<file path="src/rtl/multicycle_alu_exec.sv">
// rtl/multicycle_alu_exec.sv - registered ALU with start/done handshake, serial shifter; MULT_EN adds iterative multiply
`timescale 1ns/1ps

module multicycle_alu_exec #(
    parameter int DATA_WIDTH  = 32,
    parameter int SHAMT_WIDTH = 5
) (
    input  logic                   clk,
    input  logic                   reset,
    input  logic                   start,
    input  logic [3:0]             ALUOperation,
    input  logic [DATA_WIDTH-1:0]  A,
    input  logic [DATA_WIDTH-1:0]  B,
    input  logic [SHAMT_WIDTH-1:0] shamt,
    output logic                   busy,
    output logic                   done,
    output logic [DATA_WIDTH-1:0]  ALUResult,
    output logic                   Zero,
    output logic                   Invalid
);

    localparam int HALF = DATA_WIDTH / 2;
    // One counter serves both the shift amount and the multiply iteration count.
    localparam int MCW  = $clog2(DATA_WIDTH) + 1;
    localparam int CW   = (SHAMT_WIDTH > MCW) ? SHAMT_WIDTH : MCW;

    localparam logic [3:0] OP_AND = 4'b0000;
    localparam logic [3:0] OP_OR  = 4'b0001;
    localparam logic [3:0] OP_NOR = 4'b0010;
    localparam logic [3:0] OP_ADD = 4'b0011;
    localparam logic [3:0] OP_SUB = 4'b0100;
    localparam logic [3:0] OP_SLL = 4'b0101;
    localparam logic [3:0] OP_SRL = 4'b0110;
    localparam logic [3:0] OP_LUI = 4'b0111;
`ifdef MULT_EN
    localparam logic [3:0] OP_MUL = 4'b1000;
`endif

    typedef enum logic [1:0] {
        IDLE  = 2'd0,
        SHIFT = 2'd1
`ifdef MULT_EN
        ,
        MUL   = 2'd2
`endif
    } state_t;

    state_t                state, state_next;
    logic [CW-1:0]         cnt;
    logic [DATA_WIDTH-1:0] sreg;
    logic                  shift_left;
    logic [DATA_WIDTH-1:0] sreg_next;
    logic [DATA_WIDTH-1:0] quick_res;
    logic                  quick_valid;
    logic                  is_shift;
    logic                  last_iter;
`ifdef MULT_EN
    logic [DATA_WIDTH-1:0] mcand;
    logic [DATA_WIDTH-1:0] mplier;
    logic [DATA_WIDTH-1:0] acc;
    logic [DATA_WIDTH-1:0] acc_next;
`endif

    assign busy      = (state != IDLE);
    assign is_shift  = (ALUOperation == OP_SLL) || (ALUOperation == OP_SRL);
    assign last_iter = (cnt == CW'(1));
    assign sreg_next = shift_left ? (sreg << 1) : (sreg >> 1);
`ifdef MULT_EN
    assign acc_next  = mplier[0] ? (acc + mcand) : acc;
`endif

    // Single-cycle results; SLL/SRL entries cover the shamt==0 case (result = B).
    always_comb begin
        quick_res   = '0;
        quick_valid = 1'b1;
        case (ALUOperation)
            OP_AND: quick_res = A & B;
            OP_OR:  quick_res = A | B;
            OP_NOR: quick_res = ~(A | B);
            OP_ADD: quick_res = A + B;
            OP_SUB: quick_res = A - B;
            OP_SLL: quick_res = B;
            OP_SRL: quick_res = B;
            OP_LUI: quick_res = {B[HALF-1:0], {HALF{1'b0}}};
            default: begin
                quick_res   = '0;
                quick_valid = 1'b0;
            end
        endcase
    end

    // State register.
    always_ff @(posedge clk) begin
        if (!reset) begin
            state <= IDLE;
        end else begin
            state <= state_next;
        end
    end

    // Next-state: multi-cycle ops leave IDLE, the last iteration returns.
    always_comb begin
        state_next = state;
        case (state)
            IDLE: begin
                if (start) begin
                    if (is_shift && (shamt != '0)) begin
                        state_next = SHIFT;
                    end
`ifdef MULT_EN
                    else if (ALUOperation == OP_MUL) begin
                        state_next = MUL;
                    end
`endif
                end
            end
            SHIFT: begin
                if (last_iter) begin
                    state_next = IDLE;
                end
            end
`ifdef MULT_EN
            MUL: begin
                if (last_iter) begin
                    state_next = IDLE;
                end
            end
`endif
            default: state_next = IDLE;
        endcase
    end

    // Datapath: capture operands at accept, iterate, and register results with a done pulse.
    always_ff @(posedge clk) begin
        if (!reset) begin
            cnt        <= '0;
            sreg       <= '0;
            shift_left <= 1'b0;
            done       <= 1'b0;
            ALUResult  <= '0;
            Zero       <= 1'b1;
            Invalid    <= 1'b0;
`ifdef MULT_EN
            mcand      <= '0;
            mplier     <= '0;
            acc        <= '0;
`endif
        end else begin
            done <= 1'b0;
            case (state)
                IDLE: begin
                    if (start) begin
                        if (is_shift && (shamt != '0)) begin
                            sreg       <= B;
                            cnt        <= CW'(shamt);
                            shift_left <= (ALUOperation == OP_SLL);
                        end
`ifdef MULT_EN
                        else if (ALUOperation == OP_MUL) begin
                            mcand  <= A;
                            mplier <= B;
                            acc    <= '0;
                            cnt    <= CW'(DATA_WIDTH);
                        end
`endif
                        else begin
                            ALUResult <= quick_res;
                            Zero      <= (quick_res == '0);
                            Invalid   <= ~quick_valid;
                            done      <= 1'b1;
                        end
                    end
                end
                SHIFT: begin
                    sreg <= sreg_next;
                    cnt  <= cnt - CW'(1);
                    if (last_iter) begin
                        ALUResult <= sreg_next;
                        Zero      <= (sreg_next == '0);
                        Invalid   <= 1'b0;
                        done      <= 1'b1;
                    end
                end
`ifdef MULT_EN
                MUL: begin
                    acc    <= acc_next;
                    mcand  <= mcand << 1;
                    mplier <= mplier >> 1;
                    cnt    <= cnt - CW'(1);
                    if (last_iter) begin
                        ALUResult <= acc_next;
                        Zero      <= (acc_next == '0);
                        Invalid   <= 1'b0;
                        done      <= 1'b1;
                    end
                end
`endif
                default: begin
                    cnt <= '0;
                end
            endcase
        end
    end

endmodule

</file>
<file path="config.mk">
export PLATFORM = sky130hd
export DESIGN_NAME = multicycle_alu_exec
export DESIGN_NICKNAME = d
export VERILOG_FILES = /design/src/rtl/multicycle_alu_exec.sv
export SDC_FILE = /design/constraint.sdc
export NUM_CORES = 1
export LEC_CHECK = 0
export ABC_AREA = 1
export CORE_ASPECT_RATIO = 0.6
export CORE_MARGIN = 2
export CORE_UTILIZATION = 34
export CTS_CLUSTER_SIZE = 12
export DETAILED_ROUTE_END_ITERATION = 6
export PLACE_DENSITY = 0.53
export SYNTH_ARGS = -nofsm -noshare
export SYNTH_HDL_FRONTEND = slang
export SYNTH_SLANG_ARGS = --single-unit
</file>
<file path="constraint.sdc">
create_clock -name clk -period 8.93 [get_ports clk]
set_clock_uncertainty 0.15 [all_clocks]
set_input_delay 1.3395 -clock clk [delete_from_list [all_inputs] [get_ports clk]]
set_output_delay 1.3395 -clock clk [all_outputs]
set_load 0.02 [all_outputs]
</file>
# ---- Word level (Yosys, flattened, before mapping)
# Index checks and enable logic that the tools add are counted.
dict set report word_totals {
  register_bits 76
  latchBits 0
  romBits 0
  out_inout_bits 36
  wordCells 73
  memories 0
  ram_bits 0
  in_bits 76
}
dict set report classes {
  div 0
  n_reduce_logical 16
  shifts 0
  order_cmp 0
  n_mux 29
  n_bitwise 4
  eq_ne 13
  mul 0
  n_addsub 3
}
# op n
set ops {}
lappend ops {{32-bit case mux with 7 select lines} 1}
lappend ops {{32-bit two-way mux} 6}
lappend ops {{32-bit case mux with 2 select lines} 2}
lappend ops {{32-bit zero test} 2}
lappend ops {{32-bit adder} 1}
lappend ops {{32-bit AND} 1}
lappend ops {{32-bit NOT} 1}
lappend ops {{32-bit OR} 1}
lappend ops {{32-bit subtractor} 1}
lappend ops {{4-bit by 3-bit == test with 1-bit output (second input constant)} 4}
lappend ops {{6-bit two-way mux} 2}
lappend ops {{6-bit case mux with 2 select lines} 1}
lappend ops {{1-bit two-way mux} 10}
lappend ops {{3-bit AND reduction} 3}
lappend ops {{4-bit by 2-bit == test with 1-bit output (second input constant)} 2}
lappend ops {{2-bit != test (second input constant)} 4}
lappend ops {{8-bit OR reduction} 1}
lappend ops {{6-bit by 1-bit == test with 1-bit output (second input constant)} 1}
lappend ops {{2-bit two-way mux} 3}
lappend ops {{1-bit case mux with 2 select lines} 3}
lappend ops {{6-bit by 1-bit subtractor with 6-bit output (second input constant)} 1}
lappend ops {{5-bit nonzero test} 1}
lappend ops {{4-bit by 1-bit == test with 1-bit output (second input constant)} 1}
lappend ops {{4-bit zero test} 1}
lappend ops {{other kinds (10)} 11}

# ---- Logic depth before layout (Yosys ltp)
dict set report depth {
  word_depth 7
  depth_mapped 34
  ltp_nobuf 33
}

# ---- Worst setup path after synthesis
# Ideal clock, no wire load.
dict set report synth_path {
  path_type {input to register}
  start {input port B[0]}
  end {register Zero}
  required_time_ps 8722
  path_buffers 0
  slack_ps 4351
  setup_ps 58
  t_arrival_ps 4371
  path_stages 31
  path_cell_list {inv_1 > ha_1 > inv_1 > nor3_4 > nand3_1 > nor3_2 > nand4_1 > nand3b_4 > nor3_4 > nand2_1 > nor2_1 > a21oi_1 > xor2_1 > ha_1 > nand2_1 > nor3_1 > and2_1 > nand2_1 > nand2_1 > inv_1 > nand2_1 > nand2_1 > nand3_1 > nand2_1 > nor2_1 > nand2_1 > nor2_1 > nand4_1 > nand2_1 > nand2_1 > nand2_1}
}
dict set report synth_between {
  elab_chain_cells 7
  elab_cells_between_ends 10
  cone_classes {2 x add/sub; 4 x mux; 3 x bitwise; 1 x reduce/logical}
}
# element line_no
set synth_rtl {}
lappend synth_rtl {{start: declaration} 13} ;# input logic [DATA_WIDTH-1:0] B,
lappend synth_rtl {{branches (longest 2 deep; another with 32-bit subtractor)} --}
lappend synth_rtl {{32-bit case mux with 7 select lines *} 76} ;# case (ALUOperation)
lappend synth_rtl {{32-bit zero test *} 168} ;# Zero <= (quick_res == '0);
lappend synth_rtl {{1-bit two-way mux *} 153} ;# if (is_shift && (shamt != '0)) begin
lappend synth_rtl {{1-bit two-way mux *} 152} ;# if (start) begin
lappend synth_rtl {{1-bit case mux with 2 select lines *} 150} ;# case (state)
lappend synth_rtl {{end signal: assignment} 168}
lappend synth_rtl {{end signal: assignment} 179} ;# Zero <= (sreg_next == '0);
lappend synth_rtl {{end: declaration} 18} ;# output logic Zero,
# Every way passes the cells marked *. The select of a mux whose other input is x is not followed.
# A chain may end at the register's enable or synchronous reset.

# ---- Worst setup path in the final report
dict set report layout_path {
  start {input port B[1]}
  end {register Zero}
}
# Same word-level chain as after synthesis.

==> results.yml <==
synthesis:
  synth_flop_cell: "sky130_fd_sc_hd__dfxtp_1"
  synth_cells: 1485
  synth_nets: 1598
  synth_seq_area_share_pct: 17.8
  synth-edff-count: 0
  mean_instance_size_in_the_synthesized_netlist_um2: 5.69
  synth.distinct_cells: 54
  yosys_warnings: 0
  netlist_area_mm2: 0.00845
  synth.ff_latch_count: 75
  share_of_flip_flops_with_an_asynchronous_set_or_reset_pct: 0
placement:
  place.gp.congestion: 0.950
  io_buffers: 111
  hpwlAfterDp_mm: 29.1
outcome:
  status: "complete, but fails checks"
  failing_checks: "design-rule violations"
cts:
  holdBufCountCts: 0
  tritoncts_num_sinks: 75
  cts_tree: "yes"
  post_cts_resize_count: 0
  clkSlewWorstSetupHoldPaths_ps: 60
  h-tree-depth: 3
  clk_path_buf_depth: 2
  root_buf_cell: "sky130_fd_sc_hd__clkbuf_16"
  post_cts_buffers: 0
  clk_latency_ps: 340
  cts_buffers: 9
drt:
  drc: 1
  post_drt_wl_per_cell_um: 19.1
  final_antenna_net_count: 0
  drt_pre_antenna_iters: 7
  dr_total_vias: 10033
  vias_per_cell: 5.32
  drt-total-wl_mm: 36.1
  first_iteration_detailed_routing_drc_count: 1096
pwr:
  static-leakage-power_uw: 0.00473
  ir_worst_vdd_mv: 0.0789
  power.net_switching_uw: 475
  power.share.sequential_pct: 30.3
  power-per-cell-area_mw_per_mm2: 121
  clkPwrFrac_pct: 29.1
  swShare_pct: 39.2
  power.combinational.fraction_pct: 40.6
  cell_internal_pwr_uw: 735
grt:
  first_global_vias: 8876
  remaining_overflow_grt: 0
  global_route_usage_sum_pct: 27.0
  grt_antenna_before_repair: 1
  grt_pass1_wl_mm: 54.3
  largest_net_degree_at_the_start_of_global_routing: 56
min_path:
  worst_hold_path_type: "reg -> reg"
finish:
  fill_cells: 2711
  final_core_util_pct: 41.3
  antenna_cells_inserted: 0
  final_layout_size_suffix_gt1_share_pct: 5.69
  syn_to_final_growth_pct: 18.6
  finish.net_count: 1674
setup_path:
  data_arrival_time_of_the_critical_path_ps: 6690
  worst_r2r_startpoint: "state[0]$_SDFFE_PN0P_"
  worst_setup_path_startpoint: "B[1]"
  critical_path.max_fanout: 5
  cp_required_ps: 9070
  critical_path.startpoint_type: "input pin"
  path_class: "in -> reg"
  crit_path_end_kind: "register"
  crit_slowest_cell: "sky130_fd_sc_hd__nor3_1"
  critical-path-top-cell-by-count: "sky130_fd_sc_hd__nand2_1"
  setup.reg_to_reg.worst_slack_ps: 6020
  r2r-end: "sreg[21]$_SDFFE_PN0P_"
  critical_path.max_stage_delay_ps: 560
  timing.reg2reg.worst_path_depth: 6
  worstSetupEndpoint: "Zero$_SDFFE_PN1P_"
floorplanning:
  die_area_mm2: 0.0262
  fp.dieH_um: 126
  rows: 44
  ios: 112
  initial_cell_density_of_the_core_pct: 34.8
  die_width_um: 208
  design.core.area_mm2: 0.0243
timing:
  setup_viol_count_final: 0
  setup_total_negative_slack_ps: 0
  period_needed_ps: 6560
  grt_setup_unrepaired: "no"
  final-hold-violation-count: 0
  slew_headroom_pct: 19.6
  holdWs_ps: 310
  max_freq_ghz: 0.153
  period_utilisation_layout_pct: 73.4
  timing_max_transition_violations_final: 0
  worst_slew_pin_slew_ps: 1200
flow_run:
  maxCapViolCount: 0
==> layout make-up <==
type                       instances  area [µm²]  share of cell area (%)
clock inverter                     1        7.51                  0.0749
timing repair buffer             120        1180                    11.8
sequential                        75        1500                    15.0
inverter                         211         792                    7.90
tap                              322         403                    4.02
clock buffer                      14         274                    2.73
multi-input combinational       1144        5860                    58.5
==> power groups by stage <==
stage                     Combinational (µW)  Sequential [µW]  Clock [µW]
after floorplan                          285              386           0
after global placement                   482              374           0
after detailed placement                 480              373           0
after CTS                                483              367         356
after global routing                     542              369         369
final                                    491              367         351
==> synth_stat cells, drive strengths merged (2+ instances only) <==
| library cell | instances | area (µm²) |
|---|---|---|
| o31ai | 5 | 42.5 |
| inv | 210 | 788 |
| nand3 | 86 | 430 |
| or2 | 14 | 87.6 |
| xor2 | 29 | 254 |
| a21oi | 59 | 299 |
| nor4b | 2 | 17.5 |
| buf | 29 | 201 |
| nor2 | 146 | 561 |
| dfxtp | 75 | 1500 |
| nand3b | 9 | 80.1 |
| mux2i | 9 | 90.1 |
| o21ai | 104 | 539 |
| and2 | 4 | 25.0 |
| nand2 | 502 | 1920 |
| a221oi | 15 | 206 |
| nand4 | 19 | 119 |
| clkbuf | 26 | 97.6 |
| a31oi | 49 | 307 |
| a211oi | 8 | 70.1 |
| o21bai | 5 | 37.5 |
| nor4 | 4 | 31.3 |
| nor3 | 25 | 163 |
| ha | 36 | 450 |
| o211ai | 4 | 30.0 |
==> state kept, by name, summed over array words and instances, names as in the netlist <==
| signal | cells |
|---|---|
| cnt | 6 |
| shift_left | 1 |
| Invalid | 1 |
| done | 1 |
| Zero | 1 |
| state | 1 |
| ALUResult | 32 |
| sreg | 32 |
==> worst min path at each step <==
stage / from / end / depth (start not counted)
2_1_floorplan: cnt[5]$_SDFFE_PN0P_ / cnt[5]$_SDFFE_PN0P_ / 1
3_3_place_gp: cnt[5]$_SDFFE_PN0P_ / cnt[5]$_SDFFE_PN0P_ / 1
3_5_place_dp: cnt[5]$_SDFFE_PN0P_ / cnt[5]$_SDFFE_PN0P_ / 1
4_1_cts: cnt[5]$_SDFFE_PN0P_ / cnt[5]$_SDFFE_PN0P_ / 1
5_1_grt: sreg[11]$_SDFFE_PN0P_ / sreg[11]$_SDFFE_PN0P_ / 2
6_report: cnt[5]$_SDFFE_PN0P_ / cnt[5]$_SDFFE_PN0P_ / 1
==> kinds of logic (layout without fill, tap and decap cells) <==
group                      count (synthesis)  after routing  share of synthesized area (%)
and+or+nand+nor                          813            813                           40.9
AOI/OAI and AO/OA                        255            255                           18.7
adders and majority gates                 37             37                           5.57
muxes                                      9              9                           1.07
buffers and inverters                    266            346                           12.9
DFF                                       75             75                           17.8
xor gates and xnor gates                  30             30                           3.11
==> metrics by stage <==
| stage | cells | cell area, µm² | worst slack [ps] | power (µW) |
|---|---|---|---|---|
| 2_1_floorplan | 1485 | 8450 | 4350 | 672 |
| 3_3_place_gp | 1872 | 9740 | 2050 | 856 |
| 3_5_place_dp | 1872 | 9740 | 2250 | 854 |
| 4_1_cts | 1887 | 10000 | 2590 | 1210 |
| 5_1_grt | 1887 | 10000 | 1900 | 1280 |
| 6_report | 1887 | 10000 | 2370 | 1210 |
==> worst max-delay path, delay by kind of cell <==
kind                     cells  cell delay [ps]
buffers and inverters        4              900
AND/OR/NAND/NOR             25             3730
adder cells (fa/ha/maj)      2              560
XOR/XNOR                     1              170
==> cell usage in the layout, fill, tap and decap left out, types with 36 or more instances in the layout <==
master,instances
sky130_fd_sc_hd__o21ai_0,76
sky130_fd_sc_hd__clkdlybuf4s50_1,111
sky130_fd_sc_hd__ha_1,36
sky130_fd_sc_hd__nand3_1,86
sky130_fd_sc_hd__dfxtp_1,75
sky130_fd_sc_hd__a21oi_1,58
sky130_fd_sc_hd__nand2_1,494
sky130_fd_sc_hd__a31oi_1,49
sky130_fd_sc_hd__inv_1,200
sky130_fd_sc_hd__nor2_1,141
==> per-layer routing <==
metal / track usage, % / vias to the layer above / part of all wire (%)
met3: 6.91 / 26 / 9.7
met2: 35.7 / 448 / 37
met1: 43.2 / 4598 / 52
li1: - / 4961 / -
met4: 3.74 / 0 / 1.0
met5: 0 / - / 0
Note: power is estimated with default switching activity, not from simulation.
